`src/rtl/axis_gvp_vector_generator.sv`:
```
`default_nettype none
//==============================================================================
// axis_gvp_vector_generator: GVP segment sequencer, saturating Xs/Ys/Zs/U
// integrators on AXI-Stream. Optional GVP_REPEAT_EN adds per-segment repeats.
// Revision: 1.0
//==============================================================================
module axis_gvp_vector_generator #(
  parameter int SAXIS_TDATA_WIDTH = 32,
  parameter int DECI_WIDTH        = 16,
  parameter int SEG_CNT_WIDTH     = 16
) (
  input  logic                                a_clk,
  input  logic                                reset,
  input  logic                                start,
  input  logic                                abort,
  input  logic                                home,
  input  logic signed [SAXIS_TDATA_WIDTH-1:0] vec_dx,
  input  logic signed [SAXIS_TDATA_WIDTH-1:0] vec_dy,
  input  logic signed [SAXIS_TDATA_WIDTH-1:0] vec_dz,
  input  logic signed [SAXIS_TDATA_WIDTH-1:0] vec_du,
  input  logic [31:0]                         vec_nsteps,
  input  logic [DECI_WIDTH-1:0]               vec_decii,
`ifdef GVP_REPEAT_EN
  input  logic [15:0]                         vec_repeat,
`endif
  input  logic                                vec_valid,
  output logic                                vec_ready,
  output logic [SAXIS_TDATA_WIDTH-1:0]        M_AXIS_Xs_tdata,
  output logic [SAXIS_TDATA_WIDTH-1:0]        M_AXIS_Ys_tdata,
  output logic [SAXIS_TDATA_WIDTH-1:0]        M_AXIS_Zs_tdata,
  output logic [SAXIS_TDATA_WIDTH-1:0]        M_AXIS_U_tdata,
  output logic                                M_AXIS_Xs_tvalid,
  output logic                                M_AXIS_Ys_tvalid,
  output logic                                M_AXIS_Zs_tvalid,
  output logic                                M_AXIS_U_tvalid,
  output logic                                step_strobe,
  output logic                                segment_end,
  output logic                                busy,
  output logic [SEG_CNT_WIDTH-1:0]            seg_count
);

  localparam int W = SAXIS_TDATA_WIDTH;
  localparam logic signed [W:0] SAT_HI = {2'b00, {(W-1){1'b1}}};
  localparam logic signed [W:0] SAT_LO = -SAT_HI;

  typedef enum logic [1:0] {
    S_IDLE = 2'd0,
    S_LOAD = 2'd1,
    S_RUN  = 2'd2,
    S_END  = 2'd3
  } state_t;

  state_t state, state_nxt;

  logic                    buf_full;
  logic signed [W-1:0]     buf_dx, buf_dy, buf_dz, buf_du;
  logic [31:0]             buf_nsteps;
  logic [DECI_WIDTH-1:0]   buf_decii;
  logic signed [W-1:0]     act_dx, act_dy, act_dz, act_du;
  logic [DECI_WIDTH-1:0]   act_decii;
  logic [31:0]             step_cnt;
  logic [DECI_WIDTH-1:0]   deci_cnt;
  logic signed [W-1:0]     acc_x, acc_y, acc_z, acc_u;
`ifdef GVP_REPEAT_EN
  logic [15:0]             buf_repeat;
  logic [15:0]             rep_cnt;
  logic [31:0]             act_nsteps;
`endif

  logic accept, take_start, aborting, do_step, last_step;

  // 33-bit sum clamped symmetrically so an axis never wraps or flips sign
  function automatic logic signed [W-1:0] sat_add(input logic signed [W-1:0] a,
                                                  input logic signed [W-1:0] d);
    logic signed [W:0] s;
    s = $signed({a[W-1], a}) + $signed({d[W-1], d});
    if (s > SAT_HI)      return SAT_HI[W-1:0];
    else if (s < SAT_LO) return SAT_LO[W-1:0];
    else                 return s[W-1:0];
  endfunction

  assign vec_ready  = !buf_full && !reset;
  assign accept     = vec_valid && vec_ready;
  assign take_start = (state == S_IDLE) && start && buf_full;
  assign aborting   = abort && (state != S_IDLE);
  assign do_step    = (state == S_RUN) && (deci_cnt == '0) && !aborting;
  assign last_step  = do_step && (step_cnt == 32'd1);

  always_ff @(posedge a_clk) begin
    if (reset) state <= S_IDLE;
    else       state <= state_nxt;
  end

  always_comb begin
    state_nxt = state;
    case (state)
      S_IDLE: if (take_start) state_nxt = S_LOAD;
      S_LOAD: state_nxt = (buf_nsteps != '0) ? S_RUN : S_END;
      S_RUN:  if (last_step) state_nxt = S_END;
      S_END: begin
`ifdef GVP_REPEAT_EN
        if (rep_cnt != '0) state_nxt = (act_nsteps != '0) ? S_RUN : S_END;
        else               state_nxt = buf_full ? S_LOAD : S_IDLE;
`else
        state_nxt = buf_full ? S_LOAD : S_IDLE;
`endif
      end
      default: state_nxt = S_IDLE;
    endcase
    if (aborting) state_nxt = S_IDLE;
  end

  always_ff @(posedge a_clk) begin
    if (reset) begin
      buf_full    <= 1'b0;
      acc_x       <= '0;
      acc_y       <= '0;
      acc_z       <= '0;
      acc_u       <= '0;
      step_strobe <= 1'b0;
      segment_end <= 1'b0;
      seg_count   <= '0;
    end else begin
      step_strobe <= do_step;
      segment_end <= (state == S_END) && !aborting;

      if (accept) begin
        buf_full   <= 1'b1;
        buf_dx     <= vec_dx;
        buf_dy     <= vec_dy;
        buf_dz     <= vec_dz;
        buf_du     <= vec_du;
        buf_nsteps <= vec_nsteps;
        buf_decii  <= vec_decii;
`ifdef GVP_REPEAT_EN
        buf_repeat <= vec_repeat;
`endif
      end

      if (state == S_LOAD) begin
        buf_full  <= 1'b0;
        act_dx    <= buf_dx;
        act_dy    <= buf_dy;
        act_dz    <= buf_dz;
        act_du    <= buf_du;
        act_decii <= buf_decii;
        step_cnt  <= buf_nsteps;
        deci_cnt  <= buf_decii;
`ifdef GVP_REPEAT_EN
        act_nsteps <= buf_nsteps;
        rep_cnt    <= buf_repeat;
`endif
      end

      if (state == S_IDLE && home) begin
        acc_x <= '0;
        acc_y <= '0;
        acc_z <= '0;
        acc_u <= '0;
      end

      if (take_start) seg_count <= '0;

      if (state == S_RUN) begin
        if (deci_cnt == '0) deci_cnt <= act_decii;
        else                deci_cnt <= deci_cnt - DECI_WIDTH'(1);
      end

      if (do_step) begin
        acc_x    <= sat_add(acc_x, act_dx);
        acc_y    <= sat_add(acc_y, act_dy);
        acc_z    <= sat_add(acc_z, act_dz);
        acc_u    <= sat_add(acc_u, act_du);
        step_cnt <= step_cnt - 32'd1;
      end

      if (state == S_END && !aborting) begin
`ifdef GVP_REPEAT_EN
        // another pass re-arms the counters directly, skipping LOAD
        if (rep_cnt != '0) begin
          rep_cnt  <= rep_cnt - 16'd1;
          step_cnt <= act_nsteps;
          deci_cnt <= act_decii;
        end else begin
          seg_count <= seg_count + SEG_CNT_WIDTH'(1);
        end
`else
        seg_count <= seg_count + SEG_CNT_WIDTH'(1);
`endif
      end

      // abort discards any pending segment, even one offered this cycle
      if (aborting) buf_full <= 1'b0;
    end
  end

  assign busy             = (state != S_IDLE);
  assign M_AXIS_Xs_tdata  = acc_x;
  assign M_AXIS_Ys_tdata  = acc_y;
  assign M_AXIS_Zs_tdata  = acc_z;
  assign M_AXIS_U_tdata   = acc_u;
  assign M_AXIS_Xs_tvalid = 1'b1;
  assign M_AXIS_Ys_tvalid = 1'b1;
  assign M_AXIS_Zs_tvalid = 1'b1;
  assign M_AXIS_U_tvalid  = 1'b1;

endmodule
`default_nettype wire
```
`config.mk`:
```
export PLATFORM = sky130hd
export DESIGN_NAME = axis_gvp_vector_generator
export DESIGN_NICKNAME = d
export VERILOG_FILES = /design/src/rtl/axis_gvp_vector_generator.sv
export SDC_FILE = /design/constraint.sdc
export NUM_CORES = 1
export LEC_CHECK = 0
export ABC_CLOCK_PERIOD_IN_PS = 9660
export CAP_MARGIN = 30
export CELL_PAD_IN_SITES_DETAIL_PLACEMENT = 0
export CELL_PAD_IN_SITES_GLOBAL_PLACEMENT = 1
export CORE_MARGIN = 2
export CORE_UTILIZATION = 44
export CTS_CLUSTER_SIZE = 10
export DETAILED_ROUTE_END_ITERATION = 7
export PLACE_DENSITY_LB_ADDON = 0.1
export REMOVE_ABC_BUFFERS = 1
export SLEW_MARGIN = 0
export SYNTH_ARGS = -nofsm -noshare
export SYNTH_HDL_FRONTEND = slang
export SYNTH_SLANG_ARGS = --single-unit
```
`constraint.sdc`:
```
create_clock -name a_clk -period 9.66 [get_ports a_clk]
set_input_delay 1.449 -clock a_clk [delete_from_list [all_inputs] [get_ports a_clk]]
set_output_delay 1.449 -clock a_clk [all_outputs]
set_load 0.05 [all_outputs]
```
==> flow_metrics.tcl <==
set metrics [dict create \
    grt_max_degree 72 \
    drtIter0Drc 1125 \
    rows 88 \
    worstSetupEndpointType "flop" \
    initial_core_util_pct 44.3 \
    slew_headroom_pct 38.4 \
    final_min_period_over_clock_period_pct 48.7 \
    grt.total_usage_pct 22.7 \
    cts_resized 0 \
    cp_max_fo 21 \
    min_period_ns 4.71 \
    cts_max_level 2 \
    firstDrtPassIters 7 \
    rsz0062_at_grt "false" \
    cp_cell_sequence "ha_1, inv_1, fa_1, nand2b_1, a211oi_1, o41ai_1, o21ai_1, a31oi_1, o31ai_1, a21o_1, a31oi_1, nand2_1, nand2_1, o21ai_1" \
    synth_edf_count 368 \
    ys.flop_type "edfxtp_1" \
    cp.required_ns 10.12 \
    die_h_microns 245 \
    power_density_nw_per_um2 170 \
    fin_tns_setup_ns 0 \
    synth_seq_area_share_pct 55.1 \
    status "completed" \
    final_nets 3007 \
    hold_violations 0 \
    cp-start-kind "flop" \
    dpl.hpwl_microns 50700 \
    synth_cell_type_count 79 \
    max_freq_ghz 0.212 \
    grt_overflow_total 0 \
    drc 0 \
    final.setup.worst_slack_ns 4.95 \
    portBuffers 329 \
    clock_latency_ns 0.62 \
    cts_buffer_depth 3 \
    post_cts.repair.setup_buffers 0 \
    clkSinkCount 517 \
    cts_tree "yes" \
    die-area_sq_um 59900 \
    netlist_area_sq_um 25500 \
    cp_slowest_stage_delay_ns 0.81 \
    maxCapViolations 0 \
    num_vias 19200 \
    syn-instance-count 2354 \
    drv_slew 0 \
    grt_pass1_wl_microns 107000 \
    numCtsBuffers 60 \
    antenna_left 0 \
    vdd_ir_drop_max_uv 181 \
    path_buf_inv 1 \
    crit_family "compound AO/OA/AOI/OAI gates" \
    avgSynthCellArea_sq_um 10.8 \
    gp_congestion 0.894 \
    layout-drive-gt1-share_pct 5.20 \
    cts_root_buf "clkbuf_16" \
    first_global_vias 19100 \
    place_ws_ns 4.80 \
    fp.dieW_microns 245 \
    area_growth_pct 23.5 \
    hold_path_class "flop to flop" \
    wirelength_microns 69200 \
    crit_slowest_cell "nand2_1" \
    viasPerCell 5.48 \
    grt_antenna_before_repair 12 \
    worstSetupPathType "flop to flop" \
    skew_ns 0.0306 \
    setup-violations-final 0 \
    pin_count 334 \
    path_clk_slew_ns 0.06 \
    tightest_slew_ns 0.924 \
    arrival_ns 5.17 \
    cts_hold_buf 0 \
    ys_seq_elements 517 \
    yosys_warnings 0 \
    power.leakage_nw 11.3 \
    fp.coreArea_sq_um 57500 \
    synthArstFlopShare_pct 0 \
    drt-wirelength-per-cell_microns 19.8 \
]
==> cells in the mapped netlist, types with 31 or more instances <==
cell | instances | area share, %
o21ai_0 | 81 | 1.6
dfxtp_1 | 149 | 12
nand4_1 | 38 | 0.93
ha_1 | 137 | 6.7
a21o_1 | 39 | 1.1
clkbuf_1 | 79 | 1.2
a21oi_1 | 187 | 3.7
inv_1 | 62 | 0.91
nor4_1 | 31 | 0.76
nor2_1 | 174 | 2.6
xor2_1 | 49 | 1.7
nand2_1 | 238 | 3.5
nor3_1 | 33 | 0.65
edfxtp_1 | 368 | 43
o21ai_1 | 133 | 2.6
xnor2_1 | 103 | 3.5
nand3_1 | 41 | 0.81
==> metrics by stage <==
| step | power, mW | hold slack [ns] | area (sq um) | util, % | cells |
|---|---|---|---|---|---|
| after floorplan | 3.05 | 0.400 | 25100 | - | 2265 |
| after global placement | 3.27 | 0.402 | 29600 | 51.5 | 3383 |
| after detailed placement | 3.29 | 0.405 | 29600 | 51.6 | 3386 |
| after CTS | 5.42 | 0.415 | 31400 | 54.7 | 3495 |
| after global routing | 5.57 | 0.421 | 31500 | 54.8 | 3496 |
| final | 5.36 | 0.416 | 31500 | 54.8 | 3498 |
==> per-layer routing <==
| metal | vias to the layer above | share of wire, % | track usage, % |
|---|---|---|---|
| li1 | 9440 | - | - |
| met1 | 9107 | 44 | 29.7 |
| met2 | 484 | 46 | 37.4 |
| met3 | 131 | 6.5 | 5.51 |
| met4 | 18 | 2.5 | 6.60 |
| met5 | - | 0.17 | 0 |
==> area by class of cell <==
type / count / area (sq um)
clock inverter: 6 / 97.6
fill: 5085 / 26000
clock buffer: 103 / 1690
tap: 765 / 957
timing repair buffer: 357 / 3560
antenna: 2 / 5.00
inverter: 62 / 233
sequential: 517 / 14000
multi-input combinational: 1686 / 10900
==> worst paths after layout <==
path                                          from  depth (start not counted)  slack (ns)            endpoint
worst max-delay path            M_AXIS_Xs_tdata[0]                         14        4.95  M_AXIS_Xs_tdata[4]
worst min register to register           buf_dx[5]                          0        0.42           act_dx[5]
worst min-delay path                     buf_dx[5]                          0        0.42           act_dx[5]
worst max register to register  M_AXIS_Xs_tdata[0]                         14        4.95  M_AXIS_Xs_tdata[4]
==> where the power goes <==
part | leakage (nW) | internal (mW) | switching [mW]
registers | 4.58 | 2.57 | 0.0629
clock network | 0.855 | 1.23 | 0.883
logic | 5.90 | 0.229 | 0.387
total | 11.3 | 4.03 | 1.33
==> layout by cell type (no fill, tap or decap), drive strengths merged, types with 22 or more instances in the layout <==
| cell | instances |
|---|---|
| nand4 | 38 |
| a31oi | 25 |
| nand2b | 22 |
| ha | 137 |
| buf | 29 |
| nor2 | 175 |
| a21boi | 38 |
| a21o | 39 |
| dfxtp | 149 |
| xor2 | 49 |
| inv | 63 |
| clkbuf | 103 |
| nor3 | 34 |
| nor4 | 31 |
| o22ai | 28 |
| edfxtp | 368 |
| o21ai | 214 |
| nand3 | 41 |
| xnor2 | 103 |
| o211ai | 26 |
| nand2 | 238 |
| clkdlybuf4s50 | 328 |
| a21oi | 187 |
==> kinds of logic after synthesis <==
kind of cell / Yosys count / share of synthesized area (%)
AND/OR/NAND/NOR: 680 / 12.7
XOR/XNOR: 152 / 5.22
AO/OA/AOI/OAI: 679 / 16.3
adder cells (fa/ha/maj): 153 / 7.51
flip-flops: 517 / 55.1
other: 1 / 0.0147
buffers and inverters: 154 / 2.39
multiplexers: 18 / 0.781
Power figures use the tool's default switching activity.
